### src/rtl/alu_pipe.sv
// Handshaked ALU: one op per valid/ready transfer, registered result and flags held until consumed.
// Define ALU_PIPE_MUL_EN to build the iterative shift-add multiplier; otherwise opcode 011 reports o_bi_err.
module alu_pipe #(
  parameter int WIDTH = 32
) (
  input  logic             clk,
  input  logic             rst,
  input  logic [WIDTH-1:0] i_ul_a,
  input  logic [WIDTH-1:0] i_ul_b,
  input  logic [2:0]       i_u3_sel,
  input  logic             i_bi_valid,
  output logic             o_bi_ready,
  output logic [WIDTH-1:0] o_ul_r,
  output logic             o_bi_valid,
  input  logic             i_bi_ready,
  output logic             o_bi_zflag,
  output logic             o_bi_cflag,
  output logic             o_bi_vflag,
  output logic             o_bi_err
);

  localparam int SH_W = $clog2(WIDTH);

`ifdef ALU_PIPE_MUL_EN
  localparam int CNT_W = SH_W + 1;
  typedef enum logic [1:0] {ST_IDLE = 2'd0, ST_MUL = 2'd1, ST_DONE = 2'd2} state_t;
`else
  typedef enum logic [0:0] {ST_IDLE = 1'b0, ST_DONE = 1'b1} state_t;
`endif

  state_t state_q, state_d;
  logic [WIDTH-1:0] r_q, r_d;
  logic z_q, z_d, c_q, c_d, v_q, v_d, err_q, err_d;

  logic             accept;
  logic [WIDTH:0]   add_w;
  logic [WIDTH-1:0] sub_w;
  logic [WIDTH-1:0] alu_r;
  logic             alu_c, alu_v, alu_err;

`ifdef ALU_PIPE_MUL_EN
  logic [CNT_W-1:0]   cnt_q, cnt_d;
  logic [2*WIDTH-1:0] acc_q, acc_d;
  logic [WIDTH-1:0]   mcand_q, mcand_d;
  logic [WIDTH:0]     mul_sum;
  logic [2*WIDTH-1:0] acc_step;
`endif

  assign o_bi_ready = !rst && (state_q == ST_IDLE || (state_q == ST_DONE && i_bi_ready));
  assign accept     = i_bi_valid && o_bi_ready;
  assign o_bi_valid = (state_q == ST_DONE);
  assign o_ul_r     = r_q;
  assign o_bi_zflag = z_q;
  assign o_bi_cflag = c_q;
  assign o_bi_vflag = v_q;
  assign o_bi_err   = err_q;

  always_comb begin
    add_w   = {1'b0, i_ul_a} + {1'b0, i_ul_b};
    sub_w   = i_ul_a - i_ul_b;
    alu_r   = '0;
    alu_c   = 1'b0;
    alu_v   = 1'b0;
    alu_err = 1'b0;
    case (i_u3_sel)
      3'b000: begin
        alu_r = add_w[WIDTH-1:0];
        alu_c = add_w[WIDTH];
        alu_v = (i_ul_a[WIDTH-1] == i_ul_b[WIDTH-1]) && (alu_r[WIDTH-1] != i_ul_a[WIDTH-1]);
      end
      3'b001: alu_r = i_ul_a & i_ul_b;
      3'b010: alu_r = i_ul_a | i_ul_b;
`ifdef ALU_PIPE_MUL_EN
      3'b011: alu_r = '0;
`else
      3'b011: alu_err = 1'b1;
`endif
      3'b100: begin
        alu_r = sub_w;
        alu_c = (i_ul_a < i_ul_b);
        alu_v = (i_ul_a[WIDTH-1] != i_ul_b[WIDTH-1]) && (alu_r[WIDTH-1] != i_ul_a[WIDTH-1]);
      end
      3'b101: alu_r = {{(WIDTH-1){1'b0}}, (i_ul_a < i_ul_b)};
      3'b110: alu_r = i_ul_a ^ i_ul_b;
      3'b111: alu_r = i_ul_a << i_ul_b[SH_W-1:0];
      default: alu_r = '0;
    endcase
  end

`ifdef ALU_PIPE_MUL_EN
  // Multiplier lives in the low half of acc; each step adds mcand into the high half and shifts right.
  always_comb begin
    mul_sum  = {1'b0, acc_q[2*WIDTH-1:WIDTH]} + (acc_q[0] ? {1'b0, mcand_q} : {(WIDTH+1){1'b0}});
    acc_step = {mul_sum, acc_q[WIDTH-1:1]};
  end
`endif

  always_comb begin
    state_d = state_q;
    r_d     = r_q;
    z_d     = z_q;
    c_d     = c_q;
    v_d     = v_q;
    err_d   = err_q;
`ifdef ALU_PIPE_MUL_EN
    cnt_d   = cnt_q;
    acc_d   = acc_q;
    mcand_d = mcand_q;
`endif
    case (state_q)
      ST_IDLE, ST_DONE: begin
        if (accept) begin
`ifdef ALU_PIPE_MUL_EN
          if (i_u3_sel == 3'b011) begin
            state_d = ST_MUL;
            cnt_d   = CNT_W'(WIDTH);
            acc_d   = {{WIDTH{1'b0}}, i_ul_b};
            mcand_d = i_ul_a;
          end else
`endif
          begin
            state_d = ST_DONE;
            r_d     = alu_r;
            z_d     = (alu_r == '0);
            c_d     = alu_c;
            v_d     = alu_v;
            err_d   = alu_err;
          end
        end else if (state_q == ST_DONE && i_bi_ready) begin
          state_d = ST_IDLE;
        end
      end
`ifdef ALU_PIPE_MUL_EN
      ST_MUL: begin
        acc_d = acc_step;
        cnt_d = cnt_q - 1'b1;
        if (cnt_q == CNT_W'(1)) begin
          state_d = ST_DONE;
          r_d     = acc_step[WIDTH-1:0];
          z_d     = (acc_step[WIDTH-1:0] == '0);
          c_d     = 1'b0;
          v_d     = |acc_step[2*WIDTH-1:WIDTH];
          err_d   = 1'b0;
        end
      end
`endif
      default: state_d = ST_IDLE;
    endcase
  end

  always_ff @(posedge clk or posedge rst) begin
    if (rst) begin
      state_q <= ST_IDLE;
      r_q     <= '0;
      z_q     <= 1'b0;
      c_q     <= 1'b0;
      v_q     <= 1'b0;
      err_q   <= 1'b0;
`ifdef ALU_PIPE_MUL_EN
      cnt_q   <= '0;
      acc_q   <= '0;
      mcand_q <= '0;
`endif
    end else begin
      state_q <= state_d;
      r_q     <= r_d;
      z_q     <= z_d;
      c_q     <= c_d;
      v_q     <= v_d;
      err_q   <= err_d;
`ifdef ALU_PIPE_MUL_EN
      cnt_q   <= cnt_d;
      acc_q   <= acc_d;
      mcand_q <= mcand_d;
`endif
    end
  end

endmodule

### config.mk
export PLATFORM = sky130hd
export DESIGN_NAME = alu_pipe
export DESIGN_NICKNAME = d
export VERILOG_FILES = /design/src/rtl/alu_pipe.sv
export SDC_FILE = /design/constraint.sdc
export NUM_CORES = 1
export LEC_CHECK = 0
export BUFFER_PORTS_ARGS = -buffer_cell sky130_fd_sc_hd__buf_2
export CORE_MARGIN = 2
export CORE_UTILIZATION = 50
export CTS_BUF_LIST = sky130_fd_sc_hd__clkbuf_16
export DETAILED_ROUTE_END_ITERATION = 16
export PLACE_DENSITY = 0.7
export RECOVER_POWER = 50
export SYNTH_ARGS = -nofsm -noshare
export SYNTH_HDL_FRONTEND = slang
export SYNTH_SLANG_ARGS = --single-unit
### constraint.sdc
create_clock -name clk -period 2.9 [get_ports clk]
set_clock_uncertainty 0.1 [all_clocks]
set_input_delay 0.58 -clock clk [delete_from_list [all_inputs] [get_ports clk]]
set_output_delay 0.58 -clock clk [all_outputs]
set_load 0.01 [all_outputs]
==> summary.txt <==
Status
  • Status: complete, but fails checks
  • Violated checks: setup timing

Placement
  • Port Buffers: 108
  • Routability cong.: 1.09
  • Placement Setup Slack: -1.61 ns
  • Placed Area: 12,900 um^2
  • Dpl hpwl: 35,300 um

Synth
  • Synth Cell Area: 8740 um^2
  • Synth cell count leaders: 130 x nand2_1, 104 x ha_1, 100 x a21oi_1
  • Most area-consuming cells after synthesis: ha_1 15%, dfrtp_1 11%, a21oi_1 5.7%
  • Most common cell in the netlist: nand2_1
  • #FFs+latches synth: 37
  • Area leader, netlist: ha_1
  • Area share of the largest cell type after synthesis: 14.9%
  • Yosys warns: 0
  • Distinct cells, synth: 91
  • Async SR Flop Fraction: 100%
  • EDFF count, synth: 0
  • Synthesized instance count: 1,205
  • Top FF cell, synth: dfrtp_1
  • Mapped Nets: 1,382
  • Syn Area/Cell: 7.25 um^2
  • Seq/Total Area, Yosys: 10.6%

Flow run
  • Max_cap viols: 0

Min path
  • Worst Hold Class: flip-flop to flip-flop

Routing
  • Detailed Routing Iterations Pass 1: 11
  • Vias: 12,800
  • Total Wirelength: 47,200 um
  • Initial drt markers: 1,766
  • Vias/cell: 6.54
  • WL per Instance: 24.1 um
  • DRC: 0
  • Post-route ant nets: 0

Setup path
  • Crit. End Element: flip-flop
  • Critical Path Fanout Max: 8
  • Startpoint Class: primary input
  • CP Class: primary input to flip-flop
  • Worst EP arrival: 3.80 ns
  • Worst Path Required: 2.99 ns

Layout
  • Ratio of cells with drive above 1 in the final layout: 48.6%
  • Fill cells: 1,026
  • Layout Nets: 1,911
  • Final Instance Area: 14,600 um^2
  • Ant. Diodes: 0
  • Layout area overhead: 67.1%
  • Multi-input logic area: 8350 um^2
  • Seq. cell area: 926 um^2

Floorplanning
  • DIE AREA: 18,500 um^2
  • Die height: 136 um
  • Initial core utilization: 50.9%
  • Cell Rows: 48
  • I/O Pins: 109
  • Die X: 136 um
  • Core Footprint: 17,200 um^2

Global routing
  • Tot GR Track Use: 46.0%
  • First-pass GRT wire length: 65,000 um
  • Gr ovfl total: 0
  • Initial antenna violation count: 0
  • Largest net degree at the start of global routing: 43
  • Number of global-route vias before repair: 12,000

Clock network
  • Clk buf depth: 2
  • CTS H-Tree Depth: 2
  • CTS sink cnt: 37
  • Post-CTS Hold Buffers: 0
  • Clock transition at path regs: 0.06 ns
  • Skew-Pair Late Insertion Delay: 0.29 ns
  • CTS Root Cell: clkbuf_16
  • CTS Buf Count: 5
  • TritonCTS clock tree: done

STA
  • Fin. max-slew vios: 0
  • Final min period: 3.71 ns
  • Fin Setup TNS: -8.39 ns
  • Worst-margin pin slew: 1.08 ns
  • RSZ-0062 raised after global routing: true
  • Post-route clock period utilization: 128%
  • Final setup margin: -0.812 ns
  • Max-Slew Margin vs Limit: 27.4%
  • Setup violators final: 25
  • Final Hold Fails: 0
  • Max Freq: 0.269 GHz

Pwr
  • Total power divided by cell area: 301 nW/um^2
  • Leak: 6.89 nW
  • Worst VDD drop: 0.000426 V
[flip-flops by register name, summed over array words and instances, names as in the netlist]
| name | flops |
|---|---|
| o_ul_r | 32 |
| o_bi_valid | 1 |
| o_bi_cflag | 1 |
| o_bi_vflag | 1 |
| o_bi_err | 1 |
| o_bi_zflag | 1 |
[per-stage QoR]
stage               power (W)  cells  hold WS (ns)  utilization (%)
floorplan             0.00197   1205         0.407                -
global placement      0.00323   1911         0.348             74.9
detailed placement    0.00327   1911         0.352             74.9
CTS                   0.00401   1934         0.365             80.1
global route          0.00456   1960         0.394             85.0
finish                0.00439   1960         0.365             85.0
[metal layers]
metal  part of all wire (%)  global-route usage (%)  up-vias
li1                       -                       -     5507
met1                     35                    55.7     5959
met2                     43                    71.5     1038
met3                     12                    10.7      316
met4                    9.6                    33.2        0
met5                      0                       0        -
[worst max-delay path, cell delays in order]
cell,delay (ns)
buf_6,0.13
buf_6,0.17
mux4_2,0.57
a21oi_1,0.27
o22ai_1,0.26
a222oi_1,0.31
a21boi_2,0.36
o211ai_1,0.23
nor4_4,0.33
and4_1,0.27
nand4_1,0.11
o41ai_2,0.20
[placed cells by master (no fill, tap or decap), types with 16 or more instances in the layout]
master and n:
o21ai_0 70, a21oi_1 70, buf_4 458, mux2i_1 38
a21oi_2 22, buf_6 36, nand3_1 18, mux4_2 16
mux2_2 18, dfrtp_1 37, nand2_1 126, buf_2 91
ha_4 20, inv_1 85, xnor2_1 17, nor3_1 21
nor2_1 89, ha_1 75
[power by group]
part           leakage [nW]  internal [W]  switching, W  total (W)
combinational          6.34       0.00146       0.00171    0.00318
clock                0.0696      0.000315      0.000224   0.000539
sequential            0.476      0.000619     0.0000568   0.000676
[path summary, 6_finish.rpt]
kind                       startpoint         end  slack (ns)  cells past startpoint
min in group asynchronous         rst  o_ul_r[26]        0.62                      4
hold / removal              o_ul_r[6]   o_ul_r[6]        0.37                      2
setup reg to reg           o_bi_valid  o_bi_zflag       -0.28                     12
hold reg to reg             o_ul_r[6]   o_ul_r[6]        0.37                      2
max in group asynchronous         rst  o_ul_r[10]        1.48                      4
setup / recovery            i_ul_b[1]  o_bi_zflag       -0.81                     12
[final cells by class]
cell class | count | area share [%]
Sequential cell | 37 | 6.34
Multi-Input combinational cell | 984 | 57.2
Tap cell | 225 | 1.93
Clock buffer | 5 | 0.857
Timing Repair Buffer | 603 | 30.6
Inverter | 103 | 2.91
Clock inverter | 3 | 0.120
[cell families (layout without fill, tap and decap cells)]
kind of cell    count (synthesis)  after routing  synth area share, %
fa+ha+maj                     106            106                 15.4
compound gates                402            402                 31.1
flops                          37             37                 10.6
mux                            81             81                 12.1
xor+xnor                       21             21                 2.11
buf+inv                       184            714                 8.42
simple gates                  374            374                 20.3
[what timing repair did]
item	CTS	global route
setup endpoints to repair	26	25
gates resized for setup	143	142
setup buffers	18	27
pin swaps	46	69
Note: power is estimated with default switching activity, not from simulation.
